## src/rtl/serial_add_ctrl_pkg.sv

```systemverilog
// Shared definitions for the bit-serial adder controller: state width and
// the binary-encoded FSM states.
package serial_add_ctrl_pkg;

  localparam int STATE_W = 2;

  // Encoding 2'd3 is unused; the FSM recovers from it to S_IDLE.
  typedef enum logic [STATE_W-1:0] {
    S_IDLE = 2'd0,
    S_RUN  = 2'd1,
    S_DONE = 2'd2
  } state_e;

endpackage

```

## src/rtl/full_adder.sv

```systemverilog
// One-bit full adder built from two half adders and an OR of their carries.
module full_adder (
  input  logic a,
  input  logic b,
  input  logic ci,
  output logic s,
  output logic co
);

  logic s1;
  logic c1;
  logic c2;

  half_adder u_ha0 (
    .a (a),
    .b (b),
    .s (s1),
    .c (c1)
  );

  half_adder u_ha1 (
    .a (s1),
    .b (ci),
    .s (s),
    .c (c2)
  );

  // At most one of the half-adder carries can be set, so OR merges them.
  always_comb co = c1 | c2;

endmodule

```

## src/rtl/half_adder.sv

```systemverilog
// One-bit half adder: the basic cell of the serial adder datapath.
module half_adder (
  input  logic a,
  input  logic b,
  output logic s,
  output logic c
);

  // Sum is the XOR of the inputs; carry is their AND.
  always_comb begin
    s = a ^ b;
    c = a & b;
  end

endmodule

```

## src/rtl/serial_add_ctrl.sv

```systemverilog
// Bit-serial adder controller: adds two WIDTH-bit unsigned operands LSB
// first through one shared full-adder cell, one bit per clock.
//
// Handshake: start is sampled only in IDLE; the accepting edge captures A
// and B, after which they may change freely. busy is high for the WIDTH RUN
// cycles; done is a one-cycle pulse in the DONE state and is never high
// together with busy. sum/carry are valid from done until the next accepted
// start. start seen in RUN or DONE is dropped, not queued.
module serial_add_ctrl
  import serial_add_ctrl_pkg::*;
#(
  parameter int WIDTH = 4
) (
  input  logic             clk,
  input  logic             rst,
  input  logic             start,
  input  logic [WIDTH-1:0] A,
  input  logic [WIDTH-1:0] B,
  output logic [WIDTH-1:0] sum,
  output logic             carry,
  output logic             busy,
  output logic             done,
  output state_e           dbg_state
);

  localparam int CNT_W = $clog2(WIDTH);
  localparam logic [CNT_W-1:0] CNT_LAST = CNT_W'(WIDTH - 1);

  state_e           state_q, state_d;
  logic [WIDTH-1:0] a_sh_q, a_sh_d;
  logic [WIDTH-1:0] b_sh_q, b_sh_d;
  logic [WIDTH-1:0] sum_q, sum_d;
  logic             c_q, c_d;
  logic             carry_q, carry_d;
  logic [CNT_W-1:0] cnt_q, cnt_d;

  logic fa_s;
  logic fa_co;

  full_adder u_fa (
    .a  (a_sh_q[0]),
    .b  (b_sh_q[0]),
    .ci (c_q),
    .s  (fa_s),
    .co (fa_co)
  );

  // State and datapath registers; reset clears everything, aborting any run.
  always_ff @(posedge clk) begin
    if (rst) begin
      state_q <= S_IDLE;
      a_sh_q  <= '0;
      b_sh_q  <= '0;
      sum_q   <= '0;
      c_q     <= 1'b0;
      carry_q <= 1'b0;
      cnt_q   <= '0;
    end else begin
      state_q <= state_d;
      a_sh_q  <= a_sh_d;
      b_sh_q  <= b_sh_d;
      sum_q   <= sum_d;
      c_q     <= c_d;
      carry_q <= carry_d;
      cnt_q   <= cnt_d;
    end
  end

  // Next-state and datapath sequencing; everything holds unless a state acts.
  always_comb begin
    state_d = state_q;
    a_sh_d  = a_sh_q;
    b_sh_d  = b_sh_q;
    sum_d   = sum_q;
    c_d     = c_q;
    carry_d = carry_q;
    cnt_d   = cnt_q;
    case (state_q)
      S_IDLE: begin
        if (start) begin
          a_sh_d  = A;
          b_sh_d  = B;
          c_d     = 1'b0;
          cnt_d   = '0;
          sum_d   = '0;
          state_d = S_RUN;
        end
      end
      S_RUN: begin
        // Result bits enter at the MSB so bit 0 lands at sum[0] after WIDTH shifts.
        sum_d  = {fa_s, sum_q[WIDTH-1:1]};
        a_sh_d = a_sh_q >> 1;
        b_sh_d = b_sh_q >> 1;
        c_d    = fa_co;
        cnt_d  = cnt_q + CNT_W'(1);
        if (cnt_q == CNT_LAST) begin
          carry_d = fa_co;
          state_d = S_DONE;
        end
      end
      S_DONE: begin
        state_d = S_IDLE;
      end
      default: begin
        state_d = S_IDLE;
      end
    endcase
  end

  // Status outputs decode directly from the state register.
  always_comb begin
    busy      = (state_q == S_RUN);
    done      = (state_q == S_DONE);
    sum       = sum_q;
    carry     = carry_q;
    dbg_state = state_q;
  end

endmodule
```

## config.mk

```make
export PLATFORM = sky130hd
export DESIGN_NAME = serial_add_ctrl
export DESIGN_NICKNAME = d
export VERILOG_FILES = /design/src/rtl/serial_add_ctrl_pkg.sv /design/src/rtl/full_adder.sv /design/src/rtl/half_adder.sv /design/src/rtl/serial_add_ctrl.sv
export SDC_FILE = /design/constraint.sdc
export NUM_CORES = 1
export LEC_CHECK = 0
export BUFFER_PORTS_ARGS = -buffer_cell sky130_fd_sc_hd__buf_2
export CAP_MARGIN = 0
export CORE_UTILIZATION = 55
export DETAILED_ROUTE_END_ITERATION = 10
export GPL_TIMING_DRIVEN = 0
export PLACE_DENSITY_LB_ADDON = 0.25
export SLEW_MARGIN = 20
export SYNTH_ARGS = -nofsm -noshare
export SYNTH_HDL_FRONTEND = slang
export SYNTH_SLANG_ARGS = --single-unit
export TNS_END_PERCENT = 50
```

## constraint.sdc

```tcl
create_clock -name clk -period 1.8 [get_ports clk]
set_input_delay 0 -clock clk [delete_from_list [all_inputs] [get_ports clk]]
set_output_delay 0 -clock clk [all_outputs]
set_load 0.02 [all_outputs]
```

### After elaboration in Yosys (flattened, before gate mapping)

Index checks and enable logic that the tools add are counted.

| storage, ports and cells | value |
|---|---|
| flip-flop bits (word level) | 18 |
| logic and storage cells | 36 |

| operators by class | value |
|---|---|
| bitwise operators | 5 |
| multiplexer cells | 13 |
| reductions and logical operators | 5 |
| add/subtract/negate cells | 1 |
| eq/ne operators | 5 |

Operators with widths:

| kind | number |
|---|---|
| $pmux 4 s2 | 3 |
| $mux 4 | 3 |
| $pmux 2 s2 | 2 |
| $mux 2 | 3 |
| $reduce_and 2->1 | 3 |
| $eq 2x2->1 const B | 2 |
| $add 2x1->2 const B | 1 |
| $and 1x1->1 | 2 |
| $eq 2x1->1 const B | 1 |
| $logic_not 2->1 | 1 |
| $ne 2x1->1 const B | 1 |
| $ne 2x2->1 const B | 1 |
| $pmux 1 s2 | 1 |
| $reduce_bool 2->1 | 1 |
| $xor 1x1->1 | 2 |
| $mux 1 | 1 |
| $or 1x1->1 | 1 |

### Longest topological paths before layout

| logic depth | value |
|---|---|
| depth after elaboration | 4 |
| depth in mapped cells | 4 |
| mapped depth without buffers | 4 |

### Cells and area by module

From an unflattened synthesis, not the netlist that was laid out.

| unflattened totals | value |
|---|---|
| cells, all modules | 87 |
| area, all modules | 828.3 um^2 |

By module, submodules not included:

| module | sequential area each (um^2) | instances | cells an instance | area an instance (um^2) |
|---|---|---|---|---|
| serial_add_ctrl | 360.3 | 1 | 84 | 797.0 |
| half_adder | 0.0 | 2 | 1 | 12.5 |
| full_adder | 0.0 | 1 | 1 | 6.3 |

### Worst setup path before layout

No wires, ideal clock.

| timing | value |
|---|---|
| path type | register to register |
| start point | reg state_q[0] (netlist: dbg_state[0]) |
| end point | reg carry_q (netlist: carry) |
| period minus slack after synthesis | 1.215 ns |
| stages on the path, launching flop included | 5 |
| path slack | 0.585 ns |
| data arrival time | 1.127 ns |
| data required time | 1.712 ns |
| buffers on the path | 0 |
| setup time | 0.088 ns |
| cells stage by stage | dfxtp_1 -> nand2b_2 -> clkinv_2 -> a21oi_2 -> a311oi_2 |

| between the ends | value |
|---|---|
| word-level cells in the longest chain between the ends | 2 |

RTL lines:

| item | RTL line | source |
|---|---|---|
| start, declared | serial_add_ctrl.sv:29 | `state_e state_q, state_d;` |
| start signal, assigned | serial_add_ctrl.sv:59 | `state_q <= state_d;` |
| $eq 2x1->1 | - |  |
| net busy | serial_add_ctrl.sv:21 | `output logic busy,` |
| $reduce_and 2->1 (no source line) | - |  |
| end signal, assigned | serial_add_ctrl.sv:64 | `carry_q <= carry_d;` |
| end, declared | serial_add_ctrl.sv:34 | `logic carry_q, carry_d;` |

The timed path passes the listed nets, and every way through them passes these cells.
A chain may end at the register's enable or synchronous reset.

### Worst setup path after layout

| timing | value |
|---|---|
| start point | reg state_q[0] (netlist: dbg_state[0]) |
| end point | out done |

| between the ends | value |
|---|---|
| word-level cells in the longest chain between the ends | 1 |

RTL lines:

| item | RTL line | source |
|---|---|---|
| $eq 2x2->1 | serial_add_ctrl.sv:113 | `done = (state_q == S_DONE);` |
| end, declared | serial_add_ctrl.sv:22 | `output logic done,` |

No other way between the ends.

==> metrics <==
final worst clock skew=roughly 7 ps; startpoint-to-endpoint class of the critical path=flop to primary output; list of most frequent post-synthesis cells=18 x sky130_fd_sc_hd__dfxtp_1, 13 x sky130_fd_sc_hd__nor2_1, 5 x sky130_fd_sc_hd__a21oi_1, 5 x sky130_fd_sc_hd__inv_1, 4 x sky130_fd_sc_hd__a22oi_1; Vert. Die Dim=~42 microns; overall overflow remaining after global route=0; FF+latch count, synth=18; final weighted congestion in routability-driven placement=0.7600; vias per cell=5.516; delay-heaviest family, CP=flip-flops; initial antenna violation count=0; share of final-layout standard cells stronger than drive strength 1=between 30% and 40%; top-area cell type share of the netlist area=roughly two fifths; number of buffers created by CTS=3; Setup WS post-layout=around 530 ps; proportion of synthesized area in mux cells=2.315%; Synth async-reset ratio=0%; vias post-DR=between 600 and 700; total power divided by cell area=~800 nW/um^2; total count of hold-check failures in the final report=0; net switching share of the total power=26.28%; final setup violation count=0; sequential fraction of the synthesis area=a little over two fifths; first-iteration detailed-routing DRC count=5; Simple-Gate Fraction of Synth Area=between 10% and 20%; number of enable flip-flop cells after synthesis=0; maximum clock path buffer count=2; outcome=completed; fill cell instance count of the final layout=between 100 and 150; number of search-and-repair iterations in the first detailed-routing pass=4; top-level port count=20; peak clock frequency supported by timing=~800 MHz; summed instance area of the synthesized netlist=between 800 and 900 sq um; Sink Count=18; Synth Instances=86; CTS tree=done; ANT cells=0; post-synthesis adder-cell area fraction=~3.8%; Die Outline Area=approximately 1700 sq um; combinational group share of total power=16.3%; remaining antenna violation count after routing=0; Area growth, synth to finish=18.52%; CTS clk-pin slew, worst paths=110 ps; clock tree root driver cell=sky130_fd_sc_hd__clkbuf_4; placed insts=roughly 120; per-instance average area after synthesis=about 10 sq um; Final period util=70.69%; effective utilization at floorplan=between 60% and 70%; worst path cell trace=buf_6 > and2b_1 > buf_2; via count of the first global-routing pass=652; number of setup buffers added after CTS=0; highest-delay cell along the critical path=sky130_fd_sc_hd__dfxtp_1; global-route wire length before repair=~2900 microns; Yosys Warn Count=0; number of hold buffers added after CTS=2; floorplan row count=13; worst hold slack after final layout=1.971 ps; library cell occupying the most area in the post-synthesis netlist=sky130_fd_sc_hd__dfxtp_1; GRT Total Usage=~22%; post-cts repair resize count=0; DRC=0; Post-Place Worst Slack=about 570 ps; WP buf/inv=2; largest fanout on the critical path=10; type of element launching the critical path=flop; Die Span X=41.65 microns; number of maximum-capacitance violations=0; H-tree levels=1; ranking of synthesized cells by area=sky130_fd_sc_hd__dfxtp_1 42%, sky130_fd_sc_hd__nor2_1 5.6%, sky130_fd_sc_hd__a211oi_2 4.3%, sky130_fd_sc_hd__a22oi_1 3.5%, sky130_fd_sc_hd__a21oi_2 3.0%; WP data required=1800 ps; Area after DPL=between 900 and 1000 sq um; post-synthesis share of cell area spent on xor and xnor gates=0%; part of the total power dissipated in sequential elements=52.6%; crit path time final=approximately 1300 ps; maximum vdd drop=~490 uV; placed wire-length estimate after detailed placement=roughly 1100 microns; maximum number of pins on one net before global-route repair=11; most used flip-flop cell after synthesis=sky130_fd_sc_hd__dfxtp_1; Leak=approximately 0.00044 uW; summed negative setup slack over all endpoints=0 ps; complex-gate fraction of the synthesized area=~26%; most common cell in the netlist=sky130_fd_sc_hd__dfxtp_1; final-stage net count=roughly 120; number of nets produced by synthesis=99; worst stage delay on the critical path=around 460 ps; input/output buffers=17; wire length reported by the detailed router=1581 microns; main combinational cell family by area after synthesis=compound AO/OA/AOI/OAI gates; worst path arrival time=between 1000 and 1500 ps; classification of the worst-slack hold path=input port to flop; Worst Tran Pin Value=around 240 ps; area of the core region=around 1400 sq um; insertion delay to the later sink of the worst-skew pair=around 300 ps; net switching power=roughly 220 uW; Critical Path Sink Type=primary output; share of power burned in the clock network=between 30% and 40%; internal power summed over all cells=about 610 uW; setup repair after global routing missed its margin=false; relative slew slack=a little over four fifths; count of placed standard cells in the final layout, fillers left out=~120; wire length per cell=approximately 13 microns; count of unique library cells instantiated by Yosys=32; number of max-slew violations in the final report=0; post-route cell area=a little over 1000 sq um
worst paths after layout:
| check | slack, ps | depth (start not counted) | from | endpoint |
|---|---|---|---|---|
| worst max-delay path | 530 | 3 | dbg_state[0] | done |
| worst min-delay path | 2 | 2 | rst | b_sh_q[2] |
| worst max register to register | 540 | 4 | c_q | sum[3] |
| worst min register to register | 490 | 2 | a_sh_q[3] | a_sh_q[3] |
routing by layer:
layer | routed length, microns | vias up | GRT usage (%)
li1 | - | 346 | -
met4 | 30 | 0 | 11.61
met5 | 0 | - | 0
met1 | 707 | 322 | 26.30
met2 | 798 | 14 | 36.56
met3 | 44 | 2 | 2.609
per-stage QoR:
step                      utilization [%]  power [uW]
after floorplan                         -       541.5
after global placement              70.05       569.9
after global routing                74.12       858.9
after detailed placement            70.05       573.1
final                               74.12       823.1
after CTS                           74.12       822.4
cell families (layout without fill, tap and decap cells):
family | Yosys count | after routing
simple gates | 28 | 28
compound gates | 25 | 25
flops | 18 | 18
buf+inv | 11 | 34
fa+ha+maj | 2 | 2
mux | 2 | 2
worst register-to-register path, cell delays in order (launching register included):
cell and delay [ps]:
sky130_fd_sc_hd__dfxtp_1 350, sky130_fd_sc_hd__inv_1 60, sky130_fd_sc_hd__fa_1 540, sky130_fd_sc_hd__a2bb2oi_1 160, sky130_fd_sc_hd__nor2_1 50
power by group through the flow:
| stage | Combinational [uW] | Clock (uW) | Sequential, uW |
|---|---|---|---|
| 2_1_floorplan | 97.4 | 0 | 444 |
| 3_3_place_gp | 128 | 0 | 442 |
| 3_5_place_dp | 131 | 0 | 442 |
| 4_1_cts | 136 | 254 | 433 |
| 5_1_grt | 150 | 273 | 436 |
| 6_report | 134 | 256 | 433 |
cell type report:
class	count	area, sq um	share of cell area (%)
multi-input combinational	57	446.7	43.59
sequential	18	360.3	35.16
timing repair buffer	19	105.1	10.26
clock buffer	4	36.28	3.541
buffer	5	33.78	3.297
inverter	6	23.77	2.320
tap	15	18.77	1.832
state kept, by name, indices dropped and copies added, names as in the netlist:
name and flops:
c_q 1, a_sh_q 4, dbg_state 2, b_sh_q 4, carry 1, sum 4, cnt_q 2
cells in the final DEF, fill, tap and decap left out, drive strengths merged:
cell type / netlist / layout
buf: 4 / 21
dfxtp: 18 / 18
nor2: 14 / 14
a21oi: 8 / 8
inv: 5 / 5
a211oi: 5 / 5
clkbuf: 1 / 5
a22oi: 4 / 4
or3b: 3 / 3
mux2i: 2 / 2
a2bb2oi: 2 / 2
nand3b: 2 / 2
o21ai: 2 / 2
nor3: 2 / 2
or2b: 2 / 2
dlygate4sd3: 0 / 2
nand2b: 2 / 2
clkinv: 1 / 1
and2b: 1 / 1
nor2b: 1 / 1
o221a: 1 / 1
o21bai: 1 / 1
a311oi: 1 / 1
nand2: 1 / 1
o21ba: 1 / 1
fa: 1 / 1
ha: 1 / 1
No activity file was read; power rests on OpenSTA's default activity.
